==> src/rtl/ex_flag_branch_unit.sv <==
// ex_flag_branch_unit: commits ALU flags, resolves branches on the committed flags, registers EX/MEM and squashes the wrong-path slot.
module ex_flag_branch_unit #(
  parameter int DW = 16,
  parameter logic [2:0] RST_FLAGS = 3'b000
) (
  input  logic          clk,
  input  logic          rst,
  input  logic          ex_valid,
  input  logic [3:0]    ex_alu_ctrl,
  input  logic [DW-1:0] ex_result,
  input  logic          ex_z,
  input  logic          ex_n,
  input  logic          ex_v,
  input  logic          ex_is_branch,
  input  logic [2:0]    ex_cond,
  input  logic [DW-1:0] ex_target,
  input  logic          stall,
  input  logic          flush,
  output logic          flag_z,
  output logic          flag_n,
  output logic          flag_v,
  output logic          mem_valid,
  output logic [DW-1:0] mem_result,
  output logic          branch_taken,
  output logic [DW-1:0] branch_target
);
  typedef enum logic {NORMAL, SQUASH} state_t;
  state_t state;
  logic live, alu_live, full_op, z_op, cond_ok, take;
  always_comb begin
    live = ex_valid && !flush && !stall && state == NORMAL;
    alu_live = live && !ex_is_branch;
    full_op = ex_alu_ctrl == 4'b0000 || ex_alu_ctrl == 4'b0001;
    z_op = ex_alu_ctrl inside {4'b0100, 4'b1000, 4'b1100, 4'b1110, 4'b1111};
    cond_ok = 1'b0;
    case (ex_cond)
      3'd0: cond_ok = !flag_z;
      3'd1: cond_ok = flag_z;
      3'd2: cond_ok = !flag_z && !flag_n;
      3'd3: cond_ok = flag_n;
      3'd4: cond_ok = flag_z || !flag_n;
      3'd5: cond_ok = flag_z || flag_n;
      3'd6: cond_ok = flag_v;
      default: cond_ok = 1'b1;
    endcase
    take = live && ex_is_branch && cond_ok;
  end
  always_ff @(posedge clk) begin
    if (rst) begin
      {flag_z, flag_n, flag_v} <= RST_FLAGS;
      mem_valid <= 1'b0;
      mem_result <= '0;
      branch_taken <= 1'b0;
      branch_target <= '0;
      state <= NORMAL;
    end else begin
      if (alu_live && full_op) {flag_z, flag_n, flag_v} <= {ex_z, ex_n, ex_v};
      else if (alu_live && z_op) flag_z <= ex_z;
      // flush outranks stall, so a flushed slot never lingers as valid
      mem_valid <= flush ? 1'b0 : stall ? mem_valid : live;
      if (live) mem_result <= ex_result;
      branch_taken <= take;
      if (take) branch_target <= ex_target;
      state <= flush ? NORMAL : stall ? state : take ? SQUASH : NORMAL;
    end
  end
endmodule

==> config.mk <==
export PLATFORM = sky130hd
export DESIGN_NAME = ex_flag_branch_unit
export DESIGN_NICKNAME = d
export VERILOG_FILES = /design/src/rtl/ex_flag_branch_unit.sv
export SDC_FILE = /design/constraint.sdc
export NUM_CORES = 1
export LEC_CHECK = 0
export ABC_AREA = 1
export BUFFER_PORTS_ARGS = -buffer_cell sky130_fd_sc_hd__buf_2
export CAP_MARGIN = 40
export CORE_ASPECT_RATIO = 2
export CORE_UTILIZATION = 35
export CTS_CLUSTER_DIAMETER = 50
export CTS_CLUSTER_SIZE = 40
export DETAILED_ROUTE_END_ITERATION = 12
export MAX_ROUTING_LAYER = met4
export SLEW_MARGIN = 20
export SYNTH_ARGS = -nofsm -noshare
export SYNTH_HDL_FRONTEND = slang
export SYNTH_SLANG_ARGS = --single-unit
==> constraint.sdc <==
create_clock -name clk -period 3.9 [get_ports clk]
set_input_delay 0 -clock clk [delete_from_list [all_inputs] [get_ports clk]]
set_output_delay 0 -clock clk [all_outputs]
set_load 0.02 [all_outputs]
==> flow_metrics.tcl <==
set metrics [dict create \
    run_status "finished clean" \
    clkSlewWorstSetupHoldPaths_ns 0.07 \
    layout_worst_path_cycle_share_pct 55.5 \
    drt-vias-per-instance 4.57 \
    timing_worst_slew_pin_value_ns 0.669 \
    timing_max_transition_violations_final 0 \
    pint_mw 0.602 \
    synthesis.yosys.warnings 0 \
    stdcell_count 394 \
    maximum_single_stage_delay_on_the_critical_path_ns 0.54 \
    routedWlPerCell_um 10.9 \
    fp.dieArea_sq_um 4950 \
    post_synth_instance_area_sq_um 1630 \
    synth_top_area_share_pct 46.7 \
    synth_most_common_cell "sky130_fd_sc_hd__nor2_1" \
    detail-route-antenna-nets 0 \
    drt_first_iter_violations 29 \
    layout.nets 387 \
    floorplan.initialDensity_pct 36.8 \
    cap_violations 0 \
    clk_path_buf_depth 2 \
    port-buffer-count 84 \
    floorplan.core_area_sq_um 4420 \
    post_cts_setup_buffers 0 \
    n_fill_cell 464 \
    irDropWorstVdd_uv 247 \
    p_leak_nw 1.25 \
    area_growth_syn_to_layout_pct 46.5 \
    place_inst 363 \
    synth_area_per_cell_sq_um 6.93 \
    p_sw_mw 0.216 \
    gp_routability_congestion 0.749 \
    power_switching_share_pct 26.4 \
    detail_route.drc_violations 0 \
    power.density_cell_area_nw_per_um2 343 \
    critical_path.endpoint_type "flop" \
    die_span_x_um 50.2 \
    cp_cell_sequence "dlygate4sd3_1 -> buf_2 -> nor2_1 -> nand2_1 -> nor2_1 -> nand2_1 -> nand2_1 -> a21oi_1 -> dlygate4sd3_1" \
    slew_headroom_pct 55.3 \
    relative_contribution_of_the_clock_network_to_total_power_pct 34.1 \
    final.hold.worst_slack_ns 0.0318 \
    multiplexer_share_of_the_synthesized_area_pct 0 \
    setup.worst_path.class "input port to flop" \
    vias_in_the_first_global_route 1749 \
    worst_hold_class "input port to flop" \
    maxClockFrequency_mhz 462 \
    drive_gt1_share_pct 28.5 \
    yosys.area_share.xor_xnor_pct 0 \
    synth_async_sr_flop_share_pct 0 \
    summed_negative_setup_slack_over_all_endpoints_ns 0 \
    synth-edff-count 0 \
    floorplan.die.height_um 98.5 \
    synth_compound_area_share_pct 7.37 \
    synthesized_instance_count 235 \
    syn_nets 283 \
    insertedDiodeCount 0 \
    logic_pwr_share_pct 16.0 \
    final_design_area_no_fill_sq_um 2390 \
    yosys-top-cells-count "sky130_fd_sc_hd__nor2_1 (73), sky130_fd_sc_hd__dfxtp_1 (38), sky130_fd_sc_hd__nand2_1 (36), sky130_fd_sc_hd__inv_1 (27), sky130_fd_sc_hd__o21ai_0 (17)" \
    worst-path-max-fanout 20 \
    ys.flop_type "sky130_fd_sc_hd__dfxtp_1" \
    vias 1800 \
    start_kind "input port" \
    placed_cell_area_sq_um 2060 \
    period_needed_ns 2.16 \
    fp-row-count 34 \
    seq_area_frac_synth_pct 46.7 \
    io_pins 85 \
    numCtsBuffers 5 \
    netlist-cell-type-count 17 \
    worst_skew_pair.late_latency_ns 0.29 \
    cts.sink_count 38 \
    detailedPlacementHpwl_um 2950 \
    crit_slowest_cell "sky130_fd_sc_hd__dlygate4sd3_1" \
    cp.required_ns 4.08 \
    leading_post_synthesis_cells_by_cell_area "sky130_fd_sc_hd__dfxtp_1 (47%), sky130_fd_sc_hd__nor2_1 (17%), sky130_fd_sc_hd__nand2_1 (8.3%)" \
    sequential_share_of_power_pct 49.8 \
    largest_net_degree_at_the_start_of_global_routing 34 \
    cts-root-buf "sky130_fd_sc_hd__clkbuf_8" \
    synthAdderAreaFrac_pct 0 \
    cts_max_level 2 \
    crit_arrival_ns 2.34 \
    yosys.area.top_type "sky130_fd_sc_hd__dfxtp_1" \
    grt_pass1_wl_um 7420 \
    overflow 0 \
    critical-path-top-cell-by-count "sky130_fd_sc_hd__nand2_1" \
    final_hold_viol_count 0 \
    drt_pre_antenna_iters 4 \
    synth_top_family_by_area "simple AND/OR/NAND/NOR gates" \
    finClkSkew_ns 0.00260 \
    final-setup-viol-count 0 \
    number_of_antenna_violations_at_the_first_check_in_global_routing 0 \
    tritoncts "done" \
    post_synth_and_or_nand_nor_area_fraction_pct 36.2 \
    postRouteWirelength_um 4290 \
    gr-usage-all-layers_pct 19.8 \
    yosys_register_bits 38 \
    rsz0062_at_grt "false" \
]
## flip-flops by register name (all words and copies together) (netlist names)
register       count
mem_result        16
flag_n             1
flag_z             1
branch_taken       1
state              1
branch_target     16
flag_v             1
mem_valid          1
## metrics by stage
| stage | setup slack, ns | power, mW | utilization, % |
|---|---|---|---|
| 2_1_floorplan | 2.55 | 0.485 | - |
| 3_3_place_gp | 2.04 | 0.530 | 46.5 |
| 3_5_place_dp | 2.02 | 0.531 | 46.5 |
| 4_1_cts | 1.73 | 0.828 | 53.6 |
| 5_1_grt | 1.58 | 0.861 | 53.9 |
| 6_report | 1.74 | 0.818 | 53.9 |
## cell families after synthesis
family                 after synthesis
AND/OR/NAND/NOR                    136
flip-flops                          38
buffers and inverters               37
AO/OA/AOI/OAI                       24
## critical path, delay by kind of cell
family	cells	cell delay [ns]
buffers and inverters	3	1.20
AND/OR/NAND/NOR	5	1.08
AO/OA/AOI/OAI	1	0.05
## power by group through the flow
stage                     sequential (mW)  combinational, mW  clock (mW)
final                               0.408              0.131       0.279
after global placement              0.417              0.113           0
after CTS                           0.408              0.129       0.291
after floorplan                     0.433             0.0514           0
after global routing                0.410              0.147       0.305
after detailed placement            0.417              0.114           0
## layer usage
metal | up-vias | track usage [%] | routed length [um] | share of wire (%)
met5 | - | - | 0 | 0
met4 | 0 | 7.91 | 74 | 1.7
met3 | 7 | 4.32 | 218 | 5.1
met2 | 62 | 36.4 | 2340 | 55
met1 | 792 | 19.2 | 1650 | 38
li1 | 939 | - | - | -
## cell usage in the layout (no fill, tap or decap)
cell type                        n
sky130_fd_sc_hd__nor2_8          1
sky130_fd_sc_hd__nand3_1         5
sky130_fd_sc_hd__a21oi_1         7
sky130_fd_sc_hd__o21ai_0        17
sky130_fd_sc_hd__nor3_1          1
sky130_fd_sc_hd__buf_2          84
sky130_fd_sc_hd__inv_1          27
sky130_fd_sc_hd__nand2_1        36
sky130_fd_sc_hd__dfxtp_1        38
sky130_fd_sc_hd__nor2_1         73
sky130_fd_sc_hd__clkinv_2        1
sky130_fd_sc_hd__nor2_4          1
sky130_fd_sc_hd__dlygate4sd3_1  22
sky130_fd_sc_hd__or2_2           1
sky130_fd_sc_hd__nand4_1        16
sky130_fd_sc_hd__buf_8           1
sky130_fd_sc_hd__clkbuf_1        1
sky130_fd_sc_hd__nand2_2         2
sky130_fd_sc_hd__clkbuf_8        6
## final timing paths
check	from	end	slack (ns)	depth (start not counted)
worst max register to register	state	flag_v	1.78	7
worst max-delay path	stall	flag_v	1.74	9
worst min register to register	state	state	0.47	2
worst min-delay path	ex_result[9]	mem_result[9]	0.03	3
## cell type report
cell class / count / area (sq um) / share of cell area [%]
clock buffer: 7 / 86.3 / 3.62
timing repair buffer: 107 / 656 / 27.5
multi-input combinational: 160 / 709 / 29.7
inverter: 27 / 101 / 4.25
clock inverter: 1 / 5.00 / 0.210
tap: 54 / 67.6 / 2.83
sequential: 38 / 761 / 31.9
## what timing repair did
item,CTS,global route
hold endpoints to repair,21,0
hold buffers,22,0
resized for setup,0,0
No activity file was read; power rests on OpenSTA's default activity.
